===== src/rtl/alu_seq_ctrl_pkg.sv =====
// alu_seq_pkg: opcodes, flag register index and FSM state encoding for alu_seq_ctrl
package alu_seq_pkg;
    localparam logic [3:0] OP_ADD  = 4'd0;
    localparam logic [3:0] OP_SHL  = 4'd1;
    localparam logic [3:0] OP_SHR  = 4'd2;
    localparam logic [3:0] OP_AND  = 4'd3;
    localparam logic [3:0] OP_OR   = 4'd4;
    localparam logic [3:0] OP_XOR  = 4'd5;
    localparam logic [3:0] OP_SLT  = 4'd6;
    localparam logic [3:0] OP_MOV  = 4'd7;
    localparam logic [3:0] OP_BRZ  = 4'd8;
    localparam logic [3:0] OP_HALT = 4'd15;
    localparam int FLAG_ADDR = 12;
    typedef enum logic [2:0] {S_IDLE, S_DECODE, S_EXEC, S_WB, S_HALTED} state_t;
endpackage


===== src/rtl/alu_seq_ctrl_if.sv =====
// alu_seq_ctrl_if: instruction handshake, register-file and ALU bus of the sequencer
interface alu_seq_ctrl_if #(parameter int RF_AW = 4, parameter int DW = 8);
    logic [8:0]       Instr;
    logic             InstrValid;
    logic             InstrReady;
    logic [RF_AW-1:0] RaddrA;
    logic [RF_AW-1:0] RaddrB;
    logic [DW-1:0]    RdataA;
    logic [DW-1:0]    RdataB;
    logic             FlagIn;
    logic [DW-1:0]    AluA;
    logic [DW-1:0]    AluB;
    logic [3:0]       AluOp;
    logic [DW-1:0]    AluOut;
    logic             AluZero;
    logic             RegWrEn;
    logic [RF_AW-1:0] WrAddr;
    logic [DW-1:0]    WrData;
    logic             FlagWrEn;
    logic             FlagData;
    logic             BranchTaken;
    logic [4:0]       BranchOff;
    logic             Done;
    logic             Halted;
    logic [15:0]      RetiredCnt;
    modport master (
        input  Instr, InstrValid, RdataA, RdataB, FlagIn, AluOut, AluZero,
        output InstrReady, RaddrA, RaddrB, AluA, AluB, AluOp, RegWrEn, WrAddr, WrData,
               FlagWrEn, FlagData, BranchTaken, BranchOff, Done, Halted, RetiredCnt
    );
    modport slave (
        output Instr, InstrValid, RdataA, RdataB, FlagIn, AluOut, AluZero,
        input  InstrReady, RaddrA, RaddrB, AluA, AluB, AluOp, RegWrEn, WrAddr, WrData,
               FlagWrEn, FlagData, BranchTaken, BranchOff, Done, Halted, RetiredCnt
    );
endinterface


===== src/rtl/alu_seq_ctrl_decode.sv =====
// alu_seq_decode: opcode classification for the sequencer
module alu_seq_decode
    import alu_seq_pkg::*;
(
    input  logic [3:0] op,
    output logic       is_alu,
    output logic       writes_reg,
    output logic       writes_flag,
    output logic       is_brz,
    output logic       is_halt
);
    always_comb begin
        is_alu      = op <= OP_MOV;
        writes_reg  = is_alu && op != OP_SLT;
        writes_flag = op == OP_ADD || op == OP_SLT;
        is_brz      = op == OP_BRZ;
        is_halt     = op == OP_HALT;
    end
endmodule


===== src/rtl/alu_seq_ctrl.sv =====
// alu_seq_ctrl: multi-cycle ALU sequencer (IDLE/DECODE/EXEC/WB/HALTED).
// RETIRE_CNT_EN adds a live 16-bit retired-instruction counter on RetiredCnt.
module alu_seq_ctrl
    import alu_seq_pkg::*;
#(
    parameter int RF_AW = 4
) (
    input logic Clk,
    input logic Reset,
    alu_seq_ctrl_if.master bus
);
    state_t     state;
    logic [3:0] op;
    logic [2:0] rd;
    logic [3:0] dec_op;
    logic       is_alu, writes_reg, writes_flag, is_brz, is_halt;
    assign dec_op = state == S_IDLE ? bus.Instr[8:5] : op;
    assign bus.InstrReady = state == S_IDLE;
    alu_seq_decode u_dec (
        .op(dec_op), .is_alu(is_alu), .writes_reg(writes_reg),
        .writes_flag(writes_flag), .is_brz(is_brz), .is_halt(is_halt)
    );
    // Non-ALU retire strobes are decoded from the incoming word so they land in the DECODE cycle.
    always_ff @(posedge Clk) begin
        if (Reset) begin
            state           <= S_IDLE;
            op              <= '0;
            rd              <= '0;
            bus.RaddrA      <= '0;
            bus.RaddrB      <= '0;
            bus.AluA        <= '0;
            bus.AluB        <= '0;
            bus.AluOp       <= '0;
            bus.RegWrEn     <= 1'b0;
            bus.WrAddr      <= '0;
            bus.WrData      <= '0;
            bus.FlagWrEn    <= 1'b0;
            bus.FlagData    <= 1'b0;
            bus.BranchTaken <= 1'b0;
            bus.BranchOff   <= '0;
            bus.Done        <= 1'b0;
            bus.Halted      <= 1'b0;
        end else begin
            bus.RegWrEn     <= 1'b0;
            bus.FlagWrEn    <= 1'b0;
            bus.BranchTaken <= 1'b0;
            bus.Done        <= 1'b0;
            bus.AluOp       <= '0;
            case (state)
                S_IDLE: if (bus.InstrValid) begin
                    op              <= bus.Instr[8:5];
                    rd              <= bus.Instr[4:2];
                    bus.RaddrA      <= {{(RF_AW-3){1'b0}}, bus.Instr[4:2]};
                    bus.RaddrB      <= {{(RF_AW-2){1'b0}}, bus.Instr[1:0]};
                    bus.Done        <= !is_alu && !is_halt;
                    bus.BranchTaken <= is_brz && bus.FlagIn;
                    if (is_brz) bus.BranchOff <= bus.Instr[4:0];
                    state           <= S_DECODE;
                end
                S_DECODE: begin
                    bus.AluA  <= bus.RdataA;
                    bus.AluB  <= bus.RdataB;
                    bus.AluOp <= is_alu ? op : 4'd0;
                    if (is_halt) bus.Halted <= 1'b1;
                    state     <= is_alu ? S_EXEC : is_halt ? S_HALTED : S_IDLE;
                end
                S_EXEC: begin
                    bus.RegWrEn  <= writes_reg;
                    bus.FlagWrEn <= writes_flag;
                    bus.WrAddr   <= {{(RF_AW-3){1'b0}}, rd};
                    bus.WrData   <= bus.AluOut;
                    bus.FlagData <= bus.AluZero;
                    bus.Done     <= 1'b1;
                    state        <= S_WB;
                end
                S_WB:    state <= S_IDLE;
                default: state <= S_HALTED;
            endcase
        end
    end
`ifdef RETIRE_CNT_EN
    logic [15:0] cnt;
    always_ff @(posedge Clk) begin
        if (Reset) cnt <= '0;
        else if (bus.Done && state != S_HALTED) cnt <= cnt + 16'd1;
    end
    assign bus.RetiredCnt = cnt;
`else
    assign bus.RetiredCnt = '0;
`endif
endmodule


===== src/flat_wrapper.sv =====
// flat-port wrapper written by rule: the top's interface ports become plain ports
module alu_seq_ctrl_flat import alu_seq_pkg::*;
#(
    parameter int RF_AW = 4
)
  (Clk, Reset, bus_Instr, bus_InstrValid, bus_RdataA, bus_RdataB, bus_FlagIn, bus_AluOut, bus_AluZero, bus_InstrReady, bus_RaddrA, bus_RaddrB, bus_AluA, bus_AluB, bus_AluOp, bus_RegWrEn, bus_WrAddr, bus_WrData, bus_FlagWrEn, bus_FlagData, bus_BranchTaken, bus_BranchOff, bus_Done, bus_Halted, bus_RetiredCnt);
  alu_seq_ctrl_if #(.RF_AW(RF_AW), .DW(8)) bus_i ();
  input logic Clk;
  input logic Reset;
  input wire logic [$bits(bus_i.Instr)-1:0] bus_Instr;
  input wire logic [$bits(bus_i.InstrValid)-1:0] bus_InstrValid;
  input wire logic [$bits(bus_i.RdataA)-1:0] bus_RdataA;
  input wire logic [$bits(bus_i.RdataB)-1:0] bus_RdataB;
  input wire logic [$bits(bus_i.FlagIn)-1:0] bus_FlagIn;
  input wire logic [$bits(bus_i.AluOut)-1:0] bus_AluOut;
  input wire logic [$bits(bus_i.AluZero)-1:0] bus_AluZero;
  output wire logic [$bits(bus_i.InstrReady)-1:0] bus_InstrReady;
  output wire logic [$bits(bus_i.RaddrA)-1:0] bus_RaddrA;
  output wire logic [$bits(bus_i.RaddrB)-1:0] bus_RaddrB;
  output wire logic [$bits(bus_i.AluA)-1:0] bus_AluA;
  output wire logic [$bits(bus_i.AluB)-1:0] bus_AluB;
  output wire logic [$bits(bus_i.AluOp)-1:0] bus_AluOp;
  output wire logic [$bits(bus_i.RegWrEn)-1:0] bus_RegWrEn;
  output wire logic [$bits(bus_i.WrAddr)-1:0] bus_WrAddr;
  output wire logic [$bits(bus_i.WrData)-1:0] bus_WrData;
  output wire logic [$bits(bus_i.FlagWrEn)-1:0] bus_FlagWrEn;
  output wire logic [$bits(bus_i.FlagData)-1:0] bus_FlagData;
  output wire logic [$bits(bus_i.BranchTaken)-1:0] bus_BranchTaken;
  output wire logic [$bits(bus_i.BranchOff)-1:0] bus_BranchOff;
  output wire logic [$bits(bus_i.Done)-1:0] bus_Done;
  output wire logic [$bits(bus_i.Halted)-1:0] bus_Halted;
  output wire logic [$bits(bus_i.RetiredCnt)-1:0] bus_RetiredCnt;
  assign bus_i.Instr = bus_Instr;
  assign bus_i.InstrValid = bus_InstrValid;
  assign bus_i.RdataA = bus_RdataA;
  assign bus_i.RdataB = bus_RdataB;
  assign bus_i.FlagIn = bus_FlagIn;
  assign bus_i.AluOut = bus_AluOut;
  assign bus_i.AluZero = bus_AluZero;
  assign bus_InstrReady = bus_i.InstrReady;
  assign bus_RaddrA = bus_i.RaddrA;
  assign bus_RaddrB = bus_i.RaddrB;
  assign bus_AluA = bus_i.AluA;
  assign bus_AluB = bus_i.AluB;
  assign bus_AluOp = bus_i.AluOp;
  assign bus_RegWrEn = bus_i.RegWrEn;
  assign bus_WrAddr = bus_i.WrAddr;
  assign bus_WrData = bus_i.WrData;
  assign bus_FlagWrEn = bus_i.FlagWrEn;
  assign bus_FlagData = bus_i.FlagData;
  assign bus_BranchTaken = bus_i.BranchTaken;
  assign bus_BranchOff = bus_i.BranchOff;
  assign bus_Done = bus_i.Done;
  assign bus_Halted = bus_i.Halted;
  assign bus_RetiredCnt = bus_i.RetiredCnt;
  alu_seq_ctrl #(.RF_AW(RF_AW)) u_core (.Clk(Clk), .Reset(Reset), .bus(bus_i));
endmodule

===== config.mk =====
export PLATFORM = sky130hd
export DESIGN_NAME = alu_seq_ctrl_flat
export DESIGN_NICKNAME = d
export VERILOG_FILES = /design/src/rtl/alu_seq_ctrl_pkg.sv /design/src/rtl/alu_seq_ctrl_if.sv /design/src/rtl/alu_seq_ctrl_decode.sv /design/src/rtl/alu_seq_ctrl.sv /design/src/flat_wrapper.sv
export SDC_FILE = /design/constraint.sdc
export NUM_CORES = 1
export LEC_CHECK = 0
export BUFFER_PORTS_ARGS = -buffer_cell sky130_fd_sc_hd__buf_2
export CAP_MARGIN = 20
export CORE_AREA = 8 8 76 144
export DETAILED_ROUTE_END_ITERATION = 7
export DIE_AREA = 0 0 84 152
export PLACE_DENSITY_LB_ADDON = 0.08
export SKIP_CTS_REPAIR_TIMING = 1
export SLEW_MARGIN = 20
export SYNTH_ARGS = -nofsm -noshare
export SYNTH_HDL_FRONTEND = slang
export SYNTH_HIERARCHICAL = 1
export SYNTH_SLANG_ARGS = --single-unit

===== constraint.sdc =====
create_clock -name Clk -period 4.6 [get_ports Clk]
set_clock_uncertainty 0.2 [all_clocks]
set_input_delay 0.92 -clock Clk [delete_from_list [all_inputs] [get_ports Clk]]
set_output_delay 0.92 -clock Clk [all_outputs]
set_load 0.01 [all_outputs]

Word-level counts from Yosys, hierarchy flattened
Index checks and enable logic that the tools add are counted.
{"block": "totals", "ff_bits": 54, "input_bits": 38, "out_inout_bits": 68, "elab_cells": 51}
{"block": "op_classes", "order_cmp": 1, "eq_ne": 8, "n_mux": 7, "bitwise": 5, "reduce_logical": 14}
{"cell": "3-bit case mux with 4 select lines", "count": 1}
{"cell": "3-bit 2-to-1 mux", "count": 3}
{"cell": "4-bit equality test (second input constant)", "count": 2}
{"cell": "3-bit by 2-bit equality test with 1-bit output (second input constant)", "count": 2}
{"cell": "3-bit OR reduction", "count": 2}
{"cell": "1-bit NOT", "count": 5}
{"cell": "4-bit by 3-bit equality test with 1-bit output (second input constant)", "count": 1}
{"cell": "4-bit by 3-bit <= comparator with 1-bit output (second input constant)", "count": 1}
{"cell": "4-bit logical NOT", "count": 1}
{"cell": "4-bit 2-to-1 mux", "count": 1}
{"cell": "4-bit by 3-bit != test with 1-bit output (second input constant)", "count": 1}
{"cell": "2-bit AND reduction", "count": 2}
{"cell": "3-bit by 1-bit equality test with 1-bit output (second input constant)", "count": 1}
{"cell": "1-bit logical AND", "count": 3}
{"cell": "3-bit logical NOT", "count": 1}
{"cell": "3-bit AND reduction", "count": 1}
{"cell": "1-bit logical NOT", "count": 2}
{"cell": "2-bit != test (second input constant)", "count": 1}
{"cell": "1-bit case mux with 2 select lines", "count": 1}
{"cell": "2-bit OR reduction", "count": 1}
{"cell": "1-bit logical OR", "count": 1}
{"cell": "1-bit 2-to-1 mux", "count": 1}

Longest topological paths before layout
{"block": "logic_depth", "word_depth": 7, "mapped_depth": 8, "depth_no_buf": 7}

Hierarchy
The synthesis kept the hierarchy.
{"mod": "alu_seq_ctrl", "instances": 1, "cells_per_inst": 236, "area_each_um2": 2149.6, "seq_area_each_um2": 1081.0}
{"mod": "alu_seq_decode", "instances": 1, "cells_per_inst": 8, "area_each_um2": 48.8, "seq_area_each_um2": 0.0}

Worst setup path after synthesis
Ideal clock, no wire load.
{"block": "synth_timing", "kind": "register -> register", "start": "register u_core.state[1]", "end": "register u_core/bus.BranchOff[0] (netlist name)", "t_arrival_ns": 2.130, "required_time_ns": 4.264, "setup_slack_ns": 2.135, "path_stages_with_launch": 8, "path_buffers": 1, "path_cell_list": "dfxtp_1 > buf_2 > nor3_2 > mux2_2 > nor4_2 > inv_1 > o21ai_0 > a21oi_1"}
{"block": "synth_via", "elab_chain_cells": 4}
{"element": "from (decl)", "line": "alu_seq_ctrl.sv:12", "rtl": "state_t state;"}
{"element": "from (signal assigned)", "line": "alu_seq_ctrl.sv:65", "rtl": "state <= is_alu ? S_EXEC : is_halt ? S_HALTED : S_IDLE;"}
{"element": "3-bit logical NOT"}
{"element": "named net bus_InstrReady", "line": "flat_wrapper.sv:17", "rtl": "output wire logic [$bits(bus_i.InstrReady)-1:0] bus_InstrReady;"}
{"element": "4-bit 2-to-1 mux", "line": "alu_seq_ctrl.sv:17", "rtl": "assign dec_op = state == S_IDLE ? bus.Instr[8:5] : op;"}
{"element": "named net u_core.dec_op[2]", "line": "alu_seq_ctrl.sv:15", "rtl": "logic [3:0] dec_op;"}
{"element": "4-bit equality test", "line": "alu_seq_ctrl_decode.sv:16", "rtl": "is_brz = op == OP_BRZ;"}
{"element": "named net u_core.is_brz", "line": "alu_seq_ctrl.sv:16", "rtl": "logic is_alu, writes_reg, writes_flag, is_brz, is_halt;"}
{"element": "3-bit AND reduction (no source line)"}
{"element": "to (signal assigned)", "line": "alu_seq_ctrl.sv:57", "rtl": "if (is_brz) bus.BranchOff <= bus.Instr[4:0];"}
{"element": "to (decl)", "line": "alu_seq_ctrl_if.sv:29", "rtl": "FlagWrEn, FlagData, BranchTaken, BranchOff, Done, Halted, RetiredCnt"}
The timed path passes the listed nets, and every way through them passes these cells.
A chain may end at the register's enable or synchronous reset.

Final worst setup path
{"block": "layout_timing", "start": "register u_core.state[2]", "end": "register u_core/bus.BranchOff[0] (netlist name)"}
{"block": "layout_via", "elab_chain_cells": 4}
{"element": "3-bit logical NOT", "line": "alu_seq_ctrl.sv:17"}
{"element": "4-bit 2-to-1 mux", "line": "alu_seq_ctrl.sv:17"}
{"element": "named net u_core.dec_op[2]", "line": "alu_seq_ctrl.sv:15"}
{"element": "4-bit equality test", "line": "alu_seq_ctrl_decode.sv:16"}
{"element": "named net u_core.is_brz", "line": "alu_seq_ctrl.sv:16"}
{"element": "3-bit AND reduction (no source line)"}
The timed path passes the listed nets, and every way through them passes these cells.

==> flow_metrics.tcl <==
set metrics [dict create \
    outcome "finished, final reports clean" \
    dr.pass1.iters 6 \
    ys_types 35 \
    grt_antenna_before_repair 0 \
    ctsHtreeMaxLevel 2 \
    clock-root-buffer "clkbuf_16" \
    regArea_mm2 0.001081 \
    grt.total_usage_pct 10.25 \
    start_kind "register" \
    hold_class "reg -> reg" \
    chipWidth_um 84 \
    num_vias 1825 \
    cp-end-kind "register" \
    synthCells 244 \
    grt_max_degree 49 \
    die_area_mm2 0.01277 \
    nNetsFinal 361 \
    fillCellCount 973 \
    clock_power_share_pct 37.6 \
    io_buffers 85 \
    crit_chain "nor3_2, mux2_2, nor4_2, buf_4, inv_1, o21ai_0, a21oi_1" \
    drt_wl_total_um 6282 \
    yosysTopAreaCell "dfxtp_1" \
    power_leakage_uw 0.001253 \
    synthTopCellsByArea "dfxtp_1 (49%), nand2_1 (8.7%), buf_4 (7.9%), a21oi_1 (7.3%), mux2i_1 (5.5%)" \
    drive_gt1_share_pct 32.72 \
    clk_path_buf_depth 2 \
    p_int_uw 761.1 \
    seqPwrFrac_pct 48.7 \
    tightest_slew_ns 0.9571 \
    ys_ff_latch 54 \
    p_comb_share_pct 13.7 \
    fin_crit_ns 2.533 \
    synth_area_mm2 0.002198 \
    netSwitchingPower_uw 271.3 \
    slew_headroom_pct 36.19 \
    crit_fanout 10 \
    synth.top_cell.area_share_pct 49.17 \
    cp.arrival_ns 2.47 \
    hold_viol 0 \
    cp_slowest_cell "dfxtp_1" \
    post-route-period-util_pct 55.07 \
    fmax_mhz 394.8 \
    gr-total-overflow 0 \
    drt_iter0_markers 80 \
    vias_per_cell 4.284 \
    core_area_mm2 0.009012 \
    antennaDiodeCount 0 \
    grt_pass1_vias 2018 \
    cts_tree "built" \
    p_per_area_mw_per_mm2 375.1 \
    core.rowCount 49 \
    synth-seq-area-share_pct 49.17 \
    io_pins 106 \
    cp.required_ns 4.54 \
    post-place-cells 418 \
    max_stage_delay_ns 0.47 \
    cts.sink_count 54 \
    dp_hpwl_um 4701 \
    gp_congestion 0.7092 \
    final_antenna_net_count 0 \
    avgSynthCellArea_um2 9.010 \
    yosys_warnings 6 \
    cap_violations 0 \
    grt_pass1_wl_um 10450 \
    setup_tns_ns 0 \
    peakVddDrop_v 0.0001423 \
    slew_violations 0 \
    path_clk_slew_ns 0.07 \
    rsz0062_at_grt "no" \
    drcViolationCount 0 \
    clkLatencyLatePin_ns 0.29 \
    setup_viol 0 \
    area_growth_pct 25.21 \
    die_h_um 152 \
    numCtsBuffers 5 \
    setup.worst_path.class "reg -> reg" \
    finalNonFillerCells 426 \
    wl_per_cell_um 14.75 \
    p_sw_share_pct 26.28 \
    multiInputGateArea_um2 940.9 \
    initial_core_util_pct 24.39 \
]
-- registers in the layout, summed over array words and instances (netlist names), 2 cells and up --
register              flops
u_core/bus.AluA           8
u_core/bus.AluB           8
u_core/bus.WrData         8
u_core/bus.BranchOff      5
u_core/bus.AluOp          4
u_core/op                 4
u_core/bus.WrAddr         3
u_core/rd                 3
u_core/state              3
u_core/bus.RaddrB         2
-- cell usage after synthesis (all sizes together) --
cell,n
a211oi,1
nand3b,1
a31oi,1
o21a,1
and2,4
nor4bb,1
conb,1
nand2b,1
nor3b,2
nand3,5
nor2b,1
or3b,1
or4b,1
mux2i,12
inv,4
a21oi,32
nor4b,1
nor4,2
xor2,1
nand2,51
mux2,4
and3,2
nor2,16
nor3,5
clkbuf,5
buf,29
dfxtp,54
o21ai,5
-- cell usage in the layout, fill, tap and decap left out, types with 2 or more instances in the layout --
cell and instances:
nand2_1 51, nor3_1 4, buf_4 2, conb_1 20
inv_1 3, clkbuf_16 5, o21ai_0 5, and2_1 4
dfxtp_1 54, nand3_1 5, buf_2 85, nor2_1 16
and3_1 2, a21oi_1 32, mux2_2 4, mux2i_1 12
-- final timing paths --
path | start | to | slack [ns] | depth (start not counted)
setup / recovery | u_core/state[2]$_SDFFE_PP0P_ | u_core/bus.BranchOff[0]$_SDFFE_PP0P_ | 2.07 | 7
hold / removal | u_core/bus.AluB[7]$_SDFFE_PP0N_ | u_core/bus.AluB[7]$_SDFFE_PP0N_ | 0.25 | 2
setup reg to reg | u_core/state[2]$_SDFFE_PP0P_ | u_core/bus.BranchOff[0]$_SDFFE_PP0P_ | 2.07 | 7
hold reg to reg | u_core/bus.AluB[7]$_SDFFE_PP0N_ | u_core/bus.AluB[7]$_SDFFE_PP0N_ | 0.25 | 2
-- layout make-up --
class                   instances  share of cell area (%)
multi-input cells             171                   34.18
repair buffers                 87                   16.00
clock inverters                 1                  0.1818
clock buffers                   7                   5.182
inverters                       4                  0.5455
flip-flops and latches         54                   39.27
well taps                     102                   4.636
-- power groups by stage --
stage	combinational (uW)	sequential [uW]	clock, uW
after floorplan	100	517	0
after global placement	145	514	0
after detailed placement	146	514	0
after CTS	146	503	408
after global routing	161	506	430
final	141	503	388
-- critical path: cells and delay by family, from the launching register on --
| family | cells | cell delay, ns |
|---|---|---|
| simple gates | 2 | 0.71 |
| flops | 1 | 0.47 |
| mux | 1 | 0.44 |
| buf+inv | 2 | 0.29 |
| compound gates | 2 | 0.27 |
-- per-layer routing --
metal / wire, um / vias to the layer above / global-route usage [%] / share of wire [%]
met5: 0 / - / 0 / 0
met1: 2335 / 837 / 10.10 / 37
met3: 370 / 6 / 3.480 / 5.9
li1: - / 920 / - / -
met2: 3465 / 62 / 18.60 / 55
met4: 110 / 0 / 4.474 / 1.8
-- metrics by stage --
stage               power [uW]  hold WS (ns)  worst slack, ns  instance area [um2]  util (%)
finish                    1032        0.2511            2.067                 2753     30.54
global route              1097        0.2701            1.794                 2753     30.54
CTS                       1058        0.2532            2.014                 2753     30.54
detailed placement       660.0        0.2430            2.021                 2605     28.90
global placement         659.0        0.2398            2.011                 2605     28.90
floorplan                617.3        0.2422            2.135                 2270         -
-- cell families (layout without fill, tap and decap cells) --
group                  after synthesis  count (layout)  synth area share [%]
other                                1              20                0.1706
AND/OR/NAND/NOR                     94              94                 22.08
AO/OA/AOI/OAI                       40              40                 9.391
multiplexers                        16              16                 7.513
flip-flops                          54              54                 49.17
XOR/XNOR                             1               1                0.3985
buffers and inverters               38              99                 11.27
No activity file was read; power rests on OpenSTA's default activity.
